File: config.mk
export PLATFORM = sky130hd
export DESIGN_NAME = q_channel_ctrl
export DESIGN_NICKNAME = d
export VERILOG_FILES = /design/src/rtl/q_channel_pkg.sv /design/src/rtl/q_sync.sv /design/src/rtl/q_channel_ctrl.sv
export SDC_FILE = /design/constraint.sdc
export NUM_CORES = 1
export LEC_CHECK = 0
export ABC_AREA = 1
export BUFFER_PORTS_ARGS = -buffer_cell sky130_fd_sc_hd__buf_4
export CAP_MARGIN = 25
export CELL_PAD_IN_SITES_DETAIL_PLACEMENT = 1
export CELL_PAD_IN_SITES_GLOBAL_PLACEMENT = 1
export CORE_UTILIZATION = 40
export CTS_BUF_LIST = sky130_fd_sc_hd__clkbuf_2 sky130_fd_sc_hd__clkbuf_4 sky130_fd_sc_hd__clkbuf_8
export CTS_CLUSTER_DIAMETER = 200
export DETAILED_ROUTE_END_ITERATION = 16
export PLACE_DENSITY = 0.85
export SLEW_MARGIN = 20
export SYNTH_ARGS = -nofsm -noshare
export SYNTH_HDL_FRONTEND = slang
export SYNTH_SLANG_ARGS = --single-unit
File: constraint.sdc
create_clock -name clk -period 1.45 [get_ports clk]
set_clock_uncertainty 0.2 [all_clocks]
set_input_delay 0.0725 -clock clk [delete_from_list [all_inputs] [get_ports clk]]
set_output_delay 0.0725 -clock clk [all_outputs]
set_load 0.005 [all_outputs]
File: src/rtl/q_channel_pkg.sv
// Q-Channel shared types: controller/device state encoding
// and synchronizer reset values.
package q_channel_pkg;

  typedef enum logic [2:0] {
    Q_RUN,
    Q_REQUEST,
    Q_STOPPED,
    Q_EXIT,
    Q_DENIED
  } q_state_t;

  localparam logic QACTIVE_RST  = 1'b0;
  localparam logic QACCEPTN_RST = 1'b1;
  localparam logic QDENY_RST    = 1'b0;

endpackage

File: src/rtl/q_sync.sv
// Two-flop synchronizer for asynchronous Q-Channel device
// inputs, with a configurable reset value.
module q_sync #(
  parameter logic RESET_VAL = 1'b0
) (
  input  logic clk,
  input  logic reset,
  input  logic d,
  output logic q
);

  logic meta;

  always_ff @(posedge clk) begin
    if (reset) begin
      meta <= RESET_VAL;
      q    <= RESET_VAL;
    end else begin
      meta <= d;
      q    <= meta;
    end
  end

endmodule

File: src/rtl/q_channel_ctrl.sv
// Q-Channel controller: idle detection, quiescence handshake,
// deny handling, request timeout and protocol error flags.
module q_channel_ctrl
  import q_channel_pkg::*;
#(
  parameter int IDLE_THRESH = 16,
  parameter int TIMEOUT     = 64
) (
  input  logic clk,
  input  logic reset,
  input  logic sleep_en_i,
  input  logic qactive_i,
  input  logic qacceptn_i,
  input  logic qdeny_i,
  output logic qreqn_o,
  output logic stopped_o,
  output logic denied_o,
  output logic timeout_o,
  output logic proto_err_o
);

  localparam logic [7:0] IDLE_LAST = 8'(IDLE_THRESH - 1);
  localparam logic [7:0] WAIT_LAST = 8'(TIMEOUT - 1);

  logic active_s, acceptn_s, deny_s;
  logic idle;

  q_state_t   state, state_nx;
  logic [7:0] idle_cnt, idle_nx;
  logic [7:0] wait_cnt, wait_nx;
  logic       qreqn_nx, denied_nx;
  logic       timeout_nx, proto_nx;

  q_sync #(.RESET_VAL(QACTIVE_RST)) u_sync_active (
    .clk(clk), .reset(reset), .d(qactive_i), .q(active_s)
  );
  q_sync #(.RESET_VAL(QACCEPTN_RST)) u_sync_acceptn (
    .clk(clk), .reset(reset), .d(qacceptn_i), .q(acceptn_s)
  );
  q_sync #(.RESET_VAL(QDENY_RST)) u_sync_deny (
    .clk(clk), .reset(reset), .d(qdeny_i), .q(deny_s)
  );

  assign idle = sleep_en_i & ~active_s & acceptn_s & ~deny_s;

  always_comb begin
    state_nx   = state;
    idle_nx    = 8'd0;
    wait_nx    = 8'd0;
    qreqn_nx   = qreqn_o;
    denied_nx  = 1'b0;
    timeout_nx = timeout_o;
    proto_nx   = proto_err_o;
    unique case (state)
      Q_RUN: begin
        qreqn_nx = 1'b1;
        if (idle) begin
          if (idle_cnt == IDLE_LAST) begin
            qreqn_nx = 1'b0;
            state_nx = Q_REQUEST;
          end else begin
            idle_nx = idle_cnt + 8'd1;
          end
        end
      end
      Q_REQUEST: begin
        qreqn_nx = 1'b0;
        if (wait_cnt == WAIT_LAST)
          timeout_nx = 1'b1;
        // accept wins over a simultaneous deny
        if (!acceptn_s) begin
          state_nx = Q_STOPPED;
          if (deny_s)
            proto_nx = 1'b1;
        end else if (deny_s) begin
          qreqn_nx  = 1'b1;
          denied_nx = 1'b1;
          state_nx  = Q_DENIED;
        end else begin
          wait_nx = (wait_cnt == 8'hff) ? wait_cnt
                                         : wait_cnt + 8'd1;
        end
      end
      Q_STOPPED: begin
        qreqn_nx = 1'b0;
        if (acceptn_s && !qreqn_o)
          proto_nx = 1'b1;
        if (active_s || !sleep_en_i) begin
          qreqn_nx = 1'b1;
          state_nx = Q_EXIT;
        end
      end
      Q_EXIT: begin
        qreqn_nx = 1'b1;
        if (acceptn_s)
          state_nx = Q_RUN;
      end
      Q_DENIED: begin
        qreqn_nx = 1'b1;
        if (!deny_s)
          state_nx = Q_RUN;
      end
      default: begin
        qreqn_nx = 1'b1;
        state_nx = Q_RUN;
      end
    endcase
  end

  always_ff @(posedge clk) begin
    if (reset) begin
      state       <= Q_RUN;
      idle_cnt    <= 8'd0;
      wait_cnt    <= 8'd0;
      qreqn_o     <= 1'b1;
      stopped_o   <= 1'b0;
      denied_o    <= 1'b0;
      timeout_o   <= 1'b0;
      proto_err_o <= 1'b0;
    end else begin
      state       <= state_nx;
      idle_cnt    <= idle_nx;
      wait_cnt    <= wait_nx;
      qreqn_o     <= qreqn_nx;
      stopped_o   <= (state_nx == Q_STOPPED);
      denied_o    <= denied_nx;
      timeout_o   <= timeout_nx;
      proto_err_o <= proto_nx;
    end
  end

endmodule

==> metrics.yaml <==
status: "finished, final reports clean"
drc_errors: 0
io_pins: 11
hold_class: "in -> reg"
coreArea_um2: 3100
yosys_register_bits: 30
port-buffer-count: 10
die_w_um: 59.7
synthesis.instances: 189
antenna_found_initial: 0
crit_type: "in -> reg"
hpwl_um: 2310
synth_area_leader_cell: "dfxtp_1"
clk_pin_slew_worst_paths_ns: 0.10
final_layout_size_suffix_gt1_share_pct: 25.3
synthDistinctLibCells: 22
grt_max_degree: 14
grt_pass1_vias: 1318
hold_violations: 0
grt_util_all_layers_pct: 21.7
worstSetupStartpoint: "reset"
crit_fanout: 13
slew_violations: 0
clk-insertion-delay-late_ns: 0.35
fin_crit_ns: 1.39
syn_area_um2: 1330
min-delay-start: "sleep_en_i"
synth.avg_cell_area_um2: 7.04
dieHeight_um: 59.7
clkSinkCount: 30
cp.arrival_ns: 1.49
max_cap_violations: 0
worst_slew_pin_slew_ns: 0.263
required_ns: 1.55
cts_buffers: 5
synth.yosys.seq_area_share_pct: 45.2
end_kind: "flop"
area_growth_pct: 28.0
synth_area_leaders: "dfxtp_1 45%, nand2_1 12%, inv_1 9.3%, nor2_1 7.1%, nand3_1 5.6%"
final_area_um2: 1700
multi_input_area_um2: 653
setup_viol: 0
tritoncts: "done"
grt_overflow: 0
die_area_um2: 3560
utilization_pct: 54.9
irDropWorstVdd_v: 0.000561
timing.final.crit_share_pct: 95.7
htreeDepth: 2
rows: 20
slew_headroom_pct: 82.4
drtPass1Iterations: 4
max-clock-path-buffers: 2
fmax_mhz: 721
avgViaCountPerCell: 4.77
leakagePower_nw: 0.725
register_area_um2: 613
grt_first_pass_wirelength_um: 5550
timing.rr.start: "idle_cnt[0]"
dpl-instance-area_um2: 1490
first_iter_violations: 55
antenna_cells: 0
cp-start-kind: "primary input"
yosysTopAreaCellShare_pct: 45.2
final_antenna_net_count: 0
final_nets: 224
wl_um: 3320
yosys_warnings: 0
num_vias: 1246
globalplace.congestion: 0.827
powerDensity_nw_per_um2: 922
power.total_mw: 1.57
wire_per_inst_um: 12.7
synth_nets: 197
fill_cells: 420
initial_utilization_pct: 42.9
clockRootBuffer: "clkbuf_4"
-- Yosys cell counts --
cell type,instances
nand2_1,44
inv_1,33
dfxtp_1,30
nor2_1,25
nand3_1,15
a21oi_1,11
nand4_1,3
nor2_2,3
o21ai_0,3
or2_2,3
xnor2_1,3
a31oi_1,2
ha_1,2
inv_2,2
nand2_2,2
nand3b_1,2
a21oi_2,1
clkbuf_1,1
nand3_2,1
nor2_4,1
nor3_1,1
o211ai_1,1
-- cells in the final DEF (no fill, tap or decap), types with 3 or more instances in the layout --
cell type | Yosys | routed
clkbuf_4 | 0 | 5
or2_2 | 3 | 3
a21oi_1 | 11 | 8
nor2_4 | 1 | 3
nand2_2 | 2 | 3
dlygate4sd3_1 | 0 | 6
xnor2_1 | 3 | 3
nand4_1 | 3 | 3
a21oi_2 | 1 | 4
dfxtp_1 | 30 | 22
nand3_1 | 15 | 14
inv_2 | 2 | 3
buf_4 | 0 | 15
inv_1 | 33 | 32
nand2_1 | 44 | 43
dfxtp_2 | 0 | 7
nor2_1 | 25 | 22
nor2_2 | 3 | 4
-- sequential cells by signal, summed over array words and instances (netlist names) --
register             flops
u_sync_acceptn.meta      1
u_sync_deny.q            1
state                    3
timeout_o                1
proto_err_o              1
u_sync_active.q          1
wait_cnt                 8
denied_o                 1
stopped_o                1
qreqn_o                  1
u_sync_acceptn.q         1
u_sync_deny.meta         1
u_sync_active.meta       1
idle_cnt                 8
-- cell families after synthesis --
family                     count (synthesis)  share of synthesized area, %
and+or+nand+nor                          100                          33.4
buffers and inverters                     36                          10.2
DFF                                       30                          45.2
AOI/OAI and AO/OA                         18                          7.43
xor gates and xnor gates                   3                          1.98
adders and majority gates                  2                          1.88
-- final cells by class --
type / instances / area share, %
clock buffer: 5 / 2.20
clock inverter: 3 / 2.35
inverter: 35 / 7.71
multi-input combinational: 123 / 38.4
sequential: 30 / 36.0
tap: 44 / 3.23
timing repair buffer: 21 / 10.1
-- path summary, 6_finish.rpt --
path                            cells past startpoint  slack (ns)            endpoint
worst max-delay path                                4        0.06  u_sync_active.meta
worst min-delay path                                6        0.03             qreqn_o
worst max register to register                      6        0.09             qreqn_o
worst min register to register                      2        0.21     u_sync_active.q
-- worst max-delay path: stages --
cell and delay [ns]:
dlygate4sd3_1 0.54, buf_4 0.19, nor2_1 0.14, dlygate4sd3_1 0.55
-- metal layers --
metal | up-vias | GRT usage [%] | wire length (um)
met3 | 7 | 7.79 | 110
met1 | 587 | 21.5 | 1330
met5 | - | 0 | 0
met4 | 0 | 7.64 | 56
met2 | 16 | 41.1 | 1820
li1 | 636 | - | -
-- what timing repair did --
item | 4_1_cts | 5_1_grt
resized for setup | 4 | 21
pin swaps | 0 | 2
setup buffers | 0 | 0
endpoints found under the hold margin | 15 | 0
endpoints found under the setup margin | 15 | 19
hold buffers | 6 | 0
-- power by group --
group	leakage [nW]	total, mW	internal, mW	switching [mW]
clock	0.0450	0.669	0.357	0.312
combinational	0.433	0.0601	0.0300	0.0302
sequential	0.247	0.841	0.833	0.00753
-- metrics by stage --
stage | std cells | setup WS, ns | setup TNS [ns] | hold slack (ns)
after global placement | 247 | 0.0790 | 0 | 0.0601
after detailed placement | 247 | -0.00657 | -0.0127 | 0.0636
after floorplan | 189 | 0.0892 | 0 | -0.0237
after CTS | 261 | 0.0159 | 0 | 0.0222
after global routing | 261 | -0.00228 | -0.00228 | 0.0439
final | 261 | 0.0626 | 0 | 0.0280
(Power assumes the default switching activity.)
